$ cat src/rtl/definition.sv
// Bus width macros shared by the APB blocks.
`ifndef APB_DEFINITION_SV
`define APB_DEFINITION_SV

`define APB_ADDR_WIDTH 32
`define APB_DATA_WIDTH 32

`endif

$ cat src/rtl/apb_pkg.sv
// Shared APB types and constants: completer FSM states, default widths, ID word
// and the address-alignment helper.
package apb_pkg;

  localparam int          APB_ADDR_WIDTH = 32;
  localparam int          APB_DATA_WIDTH = 32;
  localparam int          APB_STRB_WIDTH = APB_DATA_WIDTH / 8;
  localparam logic [31:0] APB_ID_VALUE   = 32'hA5B0_0001;

  typedef enum logic [1:0] {
    APB_SLV_IDLE,
    APB_SLV_WAIT,
    APB_SLV_DONE
  } apb_slv_state_e;

  function automatic logic apb_addr_aligned(input logic [1:0] addr_lo);
    return addr_lo == 2'b00;
  endfunction

endpackage

$ cat src/rtl/apb_slave_regbank.sv
// Register storage for apb_slave_regs: words 1..REG_NUM-1 with byte-lane writes,
// word 0 reads back the constant ID.
module apb_slave_regbank
  import apb_pkg::*;
#(
  parameter int          DATA_WIDTH = APB_DATA_WIDTH,
  parameter int          REG_NUM    = 16,
  parameter logic [31:0] ID_VALUE   = APB_ID_VALUE,
  localparam int         STRB_W     = DATA_WIDTH / 8,
  localparam int         IDX_W      = $clog2(REG_NUM)
)(
  input  logic                  clk,
  input  logic                  rstn,
  input  logic                  we,
  input  logic [IDX_W-1:0]      widx,
  input  logic [STRB_W-1:0]     wstrb,
  input  logic [DATA_WIDTH-1:0] wdata,
  input  logic [IDX_W-1:0]      ridx,
  output logic [DATA_WIDTH-1:0] rdata
);

  localparam logic [DATA_WIDTH-1:0] ID_WORD = DATA_WIDTH'(ID_VALUE);

  logic [DATA_WIDTH-1:0] mem [1:REG_NUM-1];

  // NOTE: the array is reset word by word because software relies on every
  // register reading 0 after reset; this keeps it in flops, not a RAM macro.
  always_ff @(posedge clk or negedge rstn) begin
    if (!rstn) begin
      for (int i = 1; i < REG_NUM; i++) mem[i] <= '0;
    end else if (we) begin
      for (int i = 1; i < REG_NUM; i++) begin
        for (int b = 0; b < STRB_W; b++) begin
          if (widx == IDX_W'(i) && wstrb[b]) mem[i][8*b +: 8] <= wdata[8*b +: 8];
        end
      end
    end
  end

  // NOTE: rdata gets a value before any branch so no path leaves it unassigned
  // and no latch is inferred.
  always_comb begin
    rdata = '0;
    if (ridx == '0) rdata = ID_WORD;
    for (int i = 1; i < REG_NUM; i++) begin
      if (ridx == IDX_W'(i)) rdata = mem[i];
    end
  end

endmodule

$ cat src/rtl/apb_slave_regs.sv
// APB4 completer with a register bank, fixed wait states and PSLVERR reporting.
// Define APB_SLAVE_PROT_CHECK_EN to reject unprivileged writes (pprot[0]=0).
module apb_slave_regs
  import apb_pkg::*;
#(
  parameter int          ADDR_WIDTH  = APB_ADDR_WIDTH,
  parameter int          DATA_WIDTH  = APB_DATA_WIDTH,
  parameter int          REG_NUM     = 16,
  parameter int          WAIT_CYCLES = 0,
  parameter logic [31:0] ID_VALUE    = APB_ID_VALUE,
  localparam int         STRB_W      = DATA_WIDTH / 8
)(
  input  logic                  clk,
  input  logic                  rstn,
  input  logic                  psel,
  input  logic                  penable,
  input  logic [ADDR_WIDTH-1:0] paddr,
  input  logic                  pwrite,
  input  logic [DATA_WIDTH-1:0] pwdata,
  input  logic [STRB_W-1:0]     pstrb,
  input  logic [2:0]            pprot,
  output logic                  pready,
  output logic [DATA_WIDTH-1:0] prdata,
  output logic                  pslverr
);

  localparam int                    IDX_W      = $clog2(REG_NUM);
  localparam logic [ADDR_WIDTH-1:0] ADDR_LIMIT = ADDR_WIDTH'(4 * REG_NUM);

  typedef struct packed {
    logic [ADDR_WIDTH-1:0] addr;
    logic                  write;
    logic [DATA_WIDTH-1:0] wdata;
    logic [STRB_W-1:0]     strb;
    logic [2:0]            prot;
  } req_t;

  apb_slv_state_e        state, state_nxt;
  logic [3:0]            cnt, cnt_nxt;
  req_t                  cap;
  logic                  setup, cap_en, done_entry, commit;
  logic [ADDR_WIDTH-1:0] cur_addr;
  logic                  cur_write;
  logic [2:0]            cur_prot;
  logic [IDX_W-1:0]      cur_idx;
  logic                  prot_err, req_err;
  logic                  prot_unused;
  logic [DATA_WIDTH-1:0] rd_word;

  assign setup = psel & ~penable;

  // With zero wait states the response is decided on the setup edge itself,
  // so the live bus is decoded; otherwise the captured request is.
  assign cur_addr  = (state == APB_SLV_IDLE) ? paddr  : cap.addr;
  assign cur_write = (state == APB_SLV_IDLE) ? pwrite : cap.write;
  assign cur_prot  = (state == APB_SLV_IDLE) ? pprot  : cap.prot;
  assign cur_idx   = cur_addr[IDX_W+1:2];

`ifdef APB_SLAVE_PROT_CHECK_EN
  assign prot_err    = cur_write & ~cur_prot[0];
  assign prot_unused = ^cur_prot[2:1];
`else
  assign prot_err    = 1'b0;
  assign prot_unused = ^cur_prot;
`endif

  assign req_err = !apb_addr_aligned(cur_addr[1:0])
                || (cur_addr >= ADDR_LIMIT)
                || (cur_write && cur_idx == '0)
                || prot_err;

  // The write lands only when the master still holds psel at the end of DONE,
  // so an abort or reset during the transfer discards it.
  assign commit = (state == APB_SLV_DONE) & psel & cap.write & ~pslverr;

  always_comb begin
    state_nxt  = state;
    cnt_nxt    = cnt;
    cap_en     = 1'b0;
    done_entry = 1'b0;
    case (state)
      APB_SLV_IDLE: begin
        if (setup) begin
          cap_en = 1'b1;
          if (WAIT_CYCLES == 0) begin
            state_nxt  = APB_SLV_DONE;
            done_entry = 1'b1;
          end else begin
            state_nxt = APB_SLV_WAIT;
            cnt_nxt   = 4'(WAIT_CYCLES);
          end
        end
      end
      APB_SLV_WAIT: begin
        if (!psel) begin
          state_nxt = APB_SLV_IDLE;
          cnt_nxt   = '0;
        end else if (cnt <= 4'd1) begin
          state_nxt  = APB_SLV_DONE;
          cnt_nxt    = '0;
          done_entry = 1'b1;
        end else begin
          cnt_nxt = cnt - 4'd1;
        end
      end
      APB_SLV_DONE: state_nxt = APB_SLV_IDLE;
      default:      state_nxt = APB_SLV_IDLE;
    endcase
  end

  // NOTE: all state below uses non-blocking assignments so every flop samples
  // the pre-edge values, independent of block ordering.
  always_ff @(posedge clk or negedge rstn) begin
    if (!rstn) begin
      state <= APB_SLV_IDLE;
      cnt   <= '0;
      cap   <= '0;
    end else begin
      state <= state_nxt;
      cnt   <= cnt_nxt;
      if (cap_en) cap <= '{addr: paddr, write: pwrite, wdata: pwdata, strb: pstrb, prot: pprot};
    end
  end

  always_ff @(posedge clk or negedge rstn) begin
    if (!rstn) begin
      pready  <= 1'b0;
      pslverr <= 1'b0;
      prdata  <= '0;
    end else begin
      pready  <= done_entry;
      pslverr <= done_entry & req_err;
      prdata  <= (done_entry && !req_err && !cur_write) ? rd_word : '0;
    end
  end

  apb_slave_regbank #(
    .DATA_WIDTH (DATA_WIDTH),
    .REG_NUM    (REG_NUM),
    .ID_VALUE   (ID_VALUE)
  ) u_regbank (
    .clk   (clk),
    .rstn  (rstn),
    .we    (commit),
    .widx  (cap.addr[IDX_W+1:2]),
    .wstrb (cap.strb),
    .wdata (cap.wdata),
    .ridx  (cur_idx),
    .rdata (rd_word)
  );

endmodule

$ cat config.mk
export PLATFORM = sky130hd
export DESIGN_NAME = apb_slave_regs
export DESIGN_NICKNAME = d
export VERILOG_FILES = /design/src/rtl/definition.sv /design/src/rtl/apb_pkg.sv /design/src/rtl/apb_slave_regbank.sv /design/src/rtl/apb_slave_regs.sv
export SDC_FILE = /design/constraint.sdc
export NUM_CORES = 1
export LEC_CHECK = 0
export BUFFER_PORTS_ARGS = -buffer_cell sky130_fd_sc_hd__buf_2
export CAP_MARGIN = 20
export CELL_PAD_IN_SITES_DETAIL_PLACEMENT = 1
export CELL_PAD_IN_SITES_GLOBAL_PLACEMENT = 1
export CORE_ASPECT_RATIO = 0.5
export CORE_UTILIZATION = 40
export DETAILED_ROUTE_END_ITERATION = 8
export HOLD_SLACK_MARGIN = 0.06
export MAX_ROUTING_LAYER = met4
export PLACE_DENSITY_LB_ADDON = 0.1
export SLEW_MARGIN = 30
export SYNTH_ARGS = -nofsm -noshare
export SYNTH_HDL_FRONTEND = slang
export SYNTH_SLANG_ARGS = --single-unit
$ cat constraint.sdc
create_clock -name clk -period 3.5 [get_ports clk]
set_input_delay 0.525 -clock clk [delete_from_list [all_inputs] [get_ports clk]]
set_output_delay 0.525 -clock clk [all_outputs]
set_load 0.02 [all_outputs]
==> results.sh, run 1 <==
export IMPL_outcome="finished, final reports clean"
export IMPL_numCtsBuffers=53
export IMPL_root_buffer="clkbuf_16"
export IMPL_portBuffers=106
export IMPL_drcViolationCount=0
export IMPL_htreeDepth=2
export IMPL_finClkSkew_ns=0.0218
export IMPL_totalWireLength_um=91300
export IMPL_synth_area_mm2=0.0260
export IMPL_cp_end_kind="flip-flop"
export IMPL_cts_tree="done"
export IMPL_syn_area_per_cell_um2=11.7
export IMPL_antenna_left=0
export IMPL_fillCellCount=6739
export IMPL_worst_ir_drop_vdd_mv=0.330
export IMPL_crit_family="compound AO/OA/AOI/OAI gates"
export IMPL_leakagePower_nw=14.7
export IMPL_cp_data_required_time_ns=3.97
export IMPL_yosysWarnings=0
export IMPL_relSlewSlack_pct=41.3
export IMPL_syn_nets=2303
export IMPL_seq_area_frac_synth_pct=56.1
export IMPL_reg2reg_to="prdata[23]"
export IMPL_ys_types=64
export IMPL_num_vias=19200
export IMPL_fp_row_count=65
export IMPL_hold_slack_ns=0.0918
export IMPL_hold_viol=0
export IMPL_worst_path_max_delay_cell="dfrtp_1"
export IMPL_die_x_um=363
export IMPL_ys_ff_latch=584
export IMPL_cts_setup_buffers=0
export IMPL_drtIter0Drc=1414
export IMPL_period_needed_ns=3.12
export IMPL_insertion_delay_ns=0.63
export IMPL_timing_rr_start="cap[42]"
export IMPL_grt_pass1_wl_um=135000
export IMPL_ys_flop_type="dfrtp_1"
export IMPL_cp_num_buf_inv=2
export IMPL_critPathMaxStageDelay_ns=0.59
export IMPL_arrival_ns=3.58
export IMPL_async_reset_ff_share_pct=100
export IMPL_rsz0062_at_grt="no"
export IMPL_grt_max_degree=60
export IMPL_cp_endpoint="prdata[23]"
export IMPL_globalRoute_totalOverflow=0
export IMPL_finalCritPeriodShare_pct=89.1
export IMPL_startpoint_type="flip-flop"
export IMPL_drt_pass1_iterations=7
export IMPL_worst_pin_slew_ns=0.879
export IMPL_slew_viol_final=0
export IMPL_rrSetupSlack_ns=0.38
export IMPL_via_per_inst=5.86
export IMPL_clock_sinks=584
export IMPL_synth_edf_count=0
export IMPL_crit_cells=9
export IMPL_initial_utilization_pct=40.9
export IMPL_design_die_area_mm2=0.0662
export IMPL_cts_buffer_depth=3
export IMPL_cts_clk_slew_worst_paths_ns=0.07
export IMPL_grt_total_usage_pct=28.9
export IMPL_synth_cells=2227
export IMPL_drt_wirelength_per_cell_um=27.9
export IMPL_r2r_cells=9
export IMPL_layout_nets=2444
export IMPL_antenna_found_initial=5
export IMPL_dp_hpwl_um=60300
export IMPL_yosysTopAreaCellShare_pct=56.1
export IMPL_fp_coreArea_mm2=0.0637
export IMPL_powerDensity_mw_per_mm2=497
export IMPL_regArea_mm2=0.0146
export IMPL_min_path_type="in -> reg"
export IMPL_multi_input_area_mm2=0.0109
export IMPL_finalSetupViolCount=0
export IMPL_die_height_um=182
export IMPL_crit_chain="buf_4 > mux2i_4 > buf_12 > nor2_1 > a211oi_1 > a21oi_1 > o22ai_1 > nor3_1 > nor4_1"
export IMPL_fin_tns_setup_ns=0
export IMPL_drive_gt1_share_pct=33.7
export IMPL_power_w=0.0149
export IMPL_area_delta_synth_final_pct=15.2
export IMPL_maxCapViolCount=0
export IMPL_fmax_mhz=321
export IMPL_pin_count=110
export IMPL_grt_pass1_vias=19700
export IMPL_gp_congestion=0.895
export IMPL_critical_path_class="reg -> reg"
export IMPL_synth_top_cells_by_area="dfrtp_1, mux2_2, nand2_1, a21oi_1, o21ai_0"
export IMPL_crit_start="cap[42]"
export IMPL_cp_max_fo=27
export IMPL_yosys_area_top_type="dfrtp_1"
==> cell usage after synthesis (5+ instances only) <==
library cell and number:
o221ai_1 11, nor2_1 100, mux2_2 486, a2111oi_0 9, o211ai_1 8, a21oi_1 129, o21a_1 6, nor3_1 25
o21ai_0 109, dfrtp_1 584, a221oi_1 20, nor4_1 18, a31oi_1 9, a22o_1 14, clkbuf_1 88, nand2b_1 5
a221o_1 5, a211oi_1 14, nand2_1 349, nand3_1 11, inv_1 8, and2_1 5, a222oi_1 12, buf_2 46
o22ai_1 41, a22oi_1 27, mux2i_1 24, buf_1 6
==> layout make-up <==
class | count | area share, %
Inverter | 10 | 0.129
Timing Repair Buffer | 231 | 5.68
Multi-Input combinational cell | 1488 | 36.2
Clock inverter | 7 | 0.213
Clock buffer | 85 | 5.46
Antenna cell | 2 | 0.0167
Tap cell | 871 | 3.63
Sequential cell | 584 | 48.7
==> how the worst min path moves through the flow <==
stage,cells past startpoint,startpoint,to
floorplan,0,rstn,cap[10]
global placement,2,cap[4],cap[4]
detailed placement,2,cap[6],cap[6]
CTS,3,pwdata[2],cap[9]
global route,3,pwdata[2],cap[9]
finish,3,pwdata[2],cap[9]
==> sequential cells by signal (all words and copies together) (netlist names) <==
| register | count |
|---|---|
| prdata | 32 |
| state | 1 |
| pready | 1 |
| pslverr | 1 |
| cap | 69 |
| u_regbank.mem | 480 |
==> kinds of logic (layout without fill, tap and decap cells) <==
| kind of cell | count (synthesis) | count (layout) | synth area share, % |
|---|---|---|---|
| DFF | 584 | 584 | 56.1 |
| and+or+nand+nor | 533 | 533 | 8.46 |
| muxes | 511 | 511 | 22.0 |
| buffers and inverters | 155 | 333 | 2.56 |
| other | 0 | 2 | 0 |
| AOI/OAI and AO/OA | 444 | 444 | 10.9 |
==> placed cells by master (no fill, tap or decap), types with 12 or more instances in the layout <==
master     instances
o21ai_0          109
a211oi_1          14
mux2_2           486
buf_12            16
nor4_1            18
mux2i_1           22
dfrtp_1          583
a222oi_1          12
clkbuf_16         55
a22o_1            14
clkbuf_8          15
buf_2            105
nor2_1            98
a22oi_1           27
nor3_1            24
buf_4             99
nand2_1          349
a21oi_1          127
clkbuf_1          15
a221oi_1          20
o22ai_1           41
==> tightest hold or removal path, delay by kind of cell <==
kind / cells / cell delay (ns)
and+or+nand+nor: 2 / 0.08
buffers and inverters: 1 / 0.07
==> repair_timing <==
item / 4_1_cts / 5_1_grt
gates resized for setup: 0 / 0
hold buffers: 10 / 0
endpoints found under the hold margin: 57 / 0
endpoints found under the setup margin: 0 / 0
==> metrics by stage <==
stage / cells / util (%) / setup slack, ns / area [um2]
final: 3278 / 47.1 / 0.382 / 30000
after global routing: 3278 / 47.1 / 0.187 / 30000
after global placement: 3174 / 44.3 / 0.391 / 28200
after detailed placement: 3174 / 44.3 / 0.271 / 28200
after floorplan: 2227 / - / 1.18 / 26000
after CTS: 3276 / 47.1 / 0.308 / 30000
==> metal layers <==
metal	track usage, %	vias up	wire length, um
met1	43.2	10200	45300
met5	-	-	0
li1	-	8298	-
met3	6.53	133	6280
met2	39.3	550	37900
met4	6.55	0	1840
==> power breakdown <==
part	internal (W)	switching (W)
logic	0.000532	0.00105
registers	0.00701	0.000425
clock network	0.00326	0.00265
Power figures use the tool's default switching activity.
==> inputs of run 2 (changes only) <==
CORE_UTILIZATION = 50   (was 40)
clock period = 3.1 ns   (was 3.5 ns; I/O delays follow)
==> run 2 against run 1 <==
Clock power up 9.0%. Via count up 5.0%. Die area down 20%. Setup slack worse by 0.23 ns. Sequential cell count unchanged. Core utilization up 13 points. Combinational power up 14%.
==> results.sh, run 2 (synthesized netlist as in run 1, its figures left out) <==
export IMPL_regArea_mm2=0.0146
export IMPL_fmax_mhz=339
export IMPL_root_buffer="clkbuf_16"
export IMPL_design_die_area_mm2=0.0531
export IMPL_layout_common_cells="dfrtp_1, mux2_2, nand2_1"
export IMPL_drt_wirelength_per_cell_um=28.5
export IMPL_relSlewSlack_pct=36.8
export IMPL_grt_pass1_vias=21000
export IMPL_cts_resized=0
export IMPL_rsz0062_at_grt="no"
export IMPL_worst_path_max_delay_cell="a2111oi_0"
export IMPL_antenna_left=0
export IMPL_cp_num_buf_inv=2
export IMPL_worst_pin_slew_ns=0.941
export IMPL_cp_max_fo=10
export IMPL_fp_row_count=58
export IMPL_portBuffers=106
export IMPL_cp_data_required_time_ns=3.61
export IMPL_cts_buffer_depth=3
export IMPL_leakagePower_nw=15.0
export IMPL_gp_congestion=0.942
export IMPL_outcome="finished, final reports clean"
export IMPL_antenna_found_initial=0
export IMPL_dp_hpwl_um=58500
export IMPL_top_regs="u_regbank.mem x480, cap x69, prdata x32"
export IMPL_critPathMaxStageDelay_ns=0.57
export IMPL_drt_pass1_iterations=5
export IMPL_area_delta_synth_final_pct=16.7
export IMPL_drcViolationCount=0
export IMPL_hold_viol=0
export IMPL_die_x_um=325
export IMPL_crit_chain="nand2b_1 > mux2_2 > nor2_1 > buf_4 > a22o_1 > a2111oi_0 > a2111oi_0 > buf_4"
export IMPL_fp_coreArea_mm2=0.0508
export IMPL_period_needed_ns=2.95
export IMPL_place_area_mm2=0.0283
export IMPL_numCtsBuffers=51
export IMPL_via_per_inst=6.35
export IMPL_min_path_type="in -> reg"
export IMPL_drtIter0Drc=2014
export IMPL_totalWireLength_um=90600
export IMPL_cts_tree="done"
export IMPL_maxCapViolCount=0
export IMPL_htreeDepth=2
export IMPL_crit_family="compound AO/OA/AOI/OAI gates"
export IMPL_critical_path_class="reg -> reg"
export IMPL_rrSetupSlack_ns=0.15
export IMPL_finClkSkew_ns=0.0291
export IMPL_grt_max_degree=89
export IMPL_fillCellCount=5265
export IMPL_largest_register="u_regbank.mem"
export IMPL_grt_total_usage_pct=35.6
export IMPL_layout_nets=2525
export IMPL_slew_viol_final=0
export IMPL_die_height_um=163
export IMPL_largest_reg_flops=480
export IMPL_worst_ir_drop_vdd_mv=0.304
export IMPL_drive_gt1_share_pct=34.3
export IMPL_cts_clk_slew_worst_paths_ns=0.07
export IMPL_arrival_ns=3.46
export IMPL_initial_utilization_pct=51.3
export IMPL_final_common_cell="dfrtp_1"
export IMPL_fin_tns_setup_ns=0
export IMPL_globalRoute_totalOverflow=0
export IMPL_insertion_delay_ns=0.61
export IMPL_powerDensity_mw_per_mm2=548
export IMPL_startpoint_type="flip-flop"
export IMPL_num_vias=20200
export IMPL_pin_count=110
export IMPL_cts_setup_buffers=0
export IMPL_multi_input_area_mm2=0.0108
export IMPL_clock_sinks=584
export IMPL_cp_end_kind="flip-flop"
export IMPL_finalCritPeriodShare_pct=95.1
export IMPL_grt_pass1_wl_um=136000
export IMPL_finalSetupViolCount=0
export IMPL_final_cell_area_mm2=0.0304
run 2: cell types whose count changed in the layout (fill, tap and decap cells not counted):
cell	previous run	this run
clkinv_2	6	8
clkbuf_8	15	16
buf_4	99	145
nor2_2	4	2
buf_6	0	1
dlygate4sd3_1	10	48
nor2_1	98	100
clkbuf_16	55	51
buf_12	16	14
run 2: power breakdown:
part,switching [W],internal [W]
Sequential,0.000486,0.00791
Clock,0.00294,0.00350
Combinational,0.00119,0.000638
Total,0.00461,0.0120
run 2: cell type report:
cell class / count / area share [%]
Antenna cell: 2 / 0.0165
Timing Repair Buffer: 314 / 7.90
Inverter: 10 / 0.128
Clock buffer: 82 / 5.11
Multi-Input combinational cell: 1488 / 35.7
Tap cell: 690 / 2.84
Sequential cell: 584 / 48.1
Clock inverter: 9 / 0.243
run 2: routing by layer:
metal  global-route usage, %  part of all wire, %
met5                       -                    0
met2                    51.2                   43
met1                    51.6                   46
met4                    9.22                  2.5
met3                    6.81                  8.4
run 2: worst paths after layout:
| check | startpoint | end | cells after the start |
|---|---|---|---|
| hold / removal | paddr[23] | cap[63] | 3 |
| setup reg to reg | cap[44] | prdata[19] | 8 |
| setup / recovery | cap[44] | prdata[19] | 8 |
| hold reg to reg | cap[6] | cap[6] | 2 |
| max in group asynchronous | rstn | u_regbank.mem[267] | 3 |
| min in group asynchronous | rstn | cap[35] | 2 |
run 2: timing repair:
| item | 4_1_cts | 5_1_grt |
|---|---|---|
| hold endpoints to repair | 97 | 0 |
| endpoints found under the setup margin | 0 | 0 |
| hold buffers | 48 | 0 |
run 2: per-stage QoR:
| step | total power [W] | worst slack [ns] | instances | utilization [%] | hold slack, ns |
|---|---|---|---|---|---|
| 2_1_floorplan | 0.00923 | 0.837 | 2227 | - | 0.169 |
| 3_3_place_gp | 0.0102 | 0.0858 | 3038 | 55.7 | 0.454 |
| 3_5_place_dp | 0.0103 | 0.112 | 3038 | 55.7 | 0.457 |
| 4_1_cts | 0.0167 | 0.193 | 3177 | 59.8 | 0.0604 |
| 5_1_grt | 0.0171 | 0.0297 | 3177 | 59.8 | 0.0798 |
| 6_report | 0.0167 | 0.152 | 3179 | 59.8 | 0.0712 |
run 2: worst min-delay path, cell delays in order:
cell	delay (ns)
buf_2	0.09
nand2_1	0.04
nand2_1	0.05
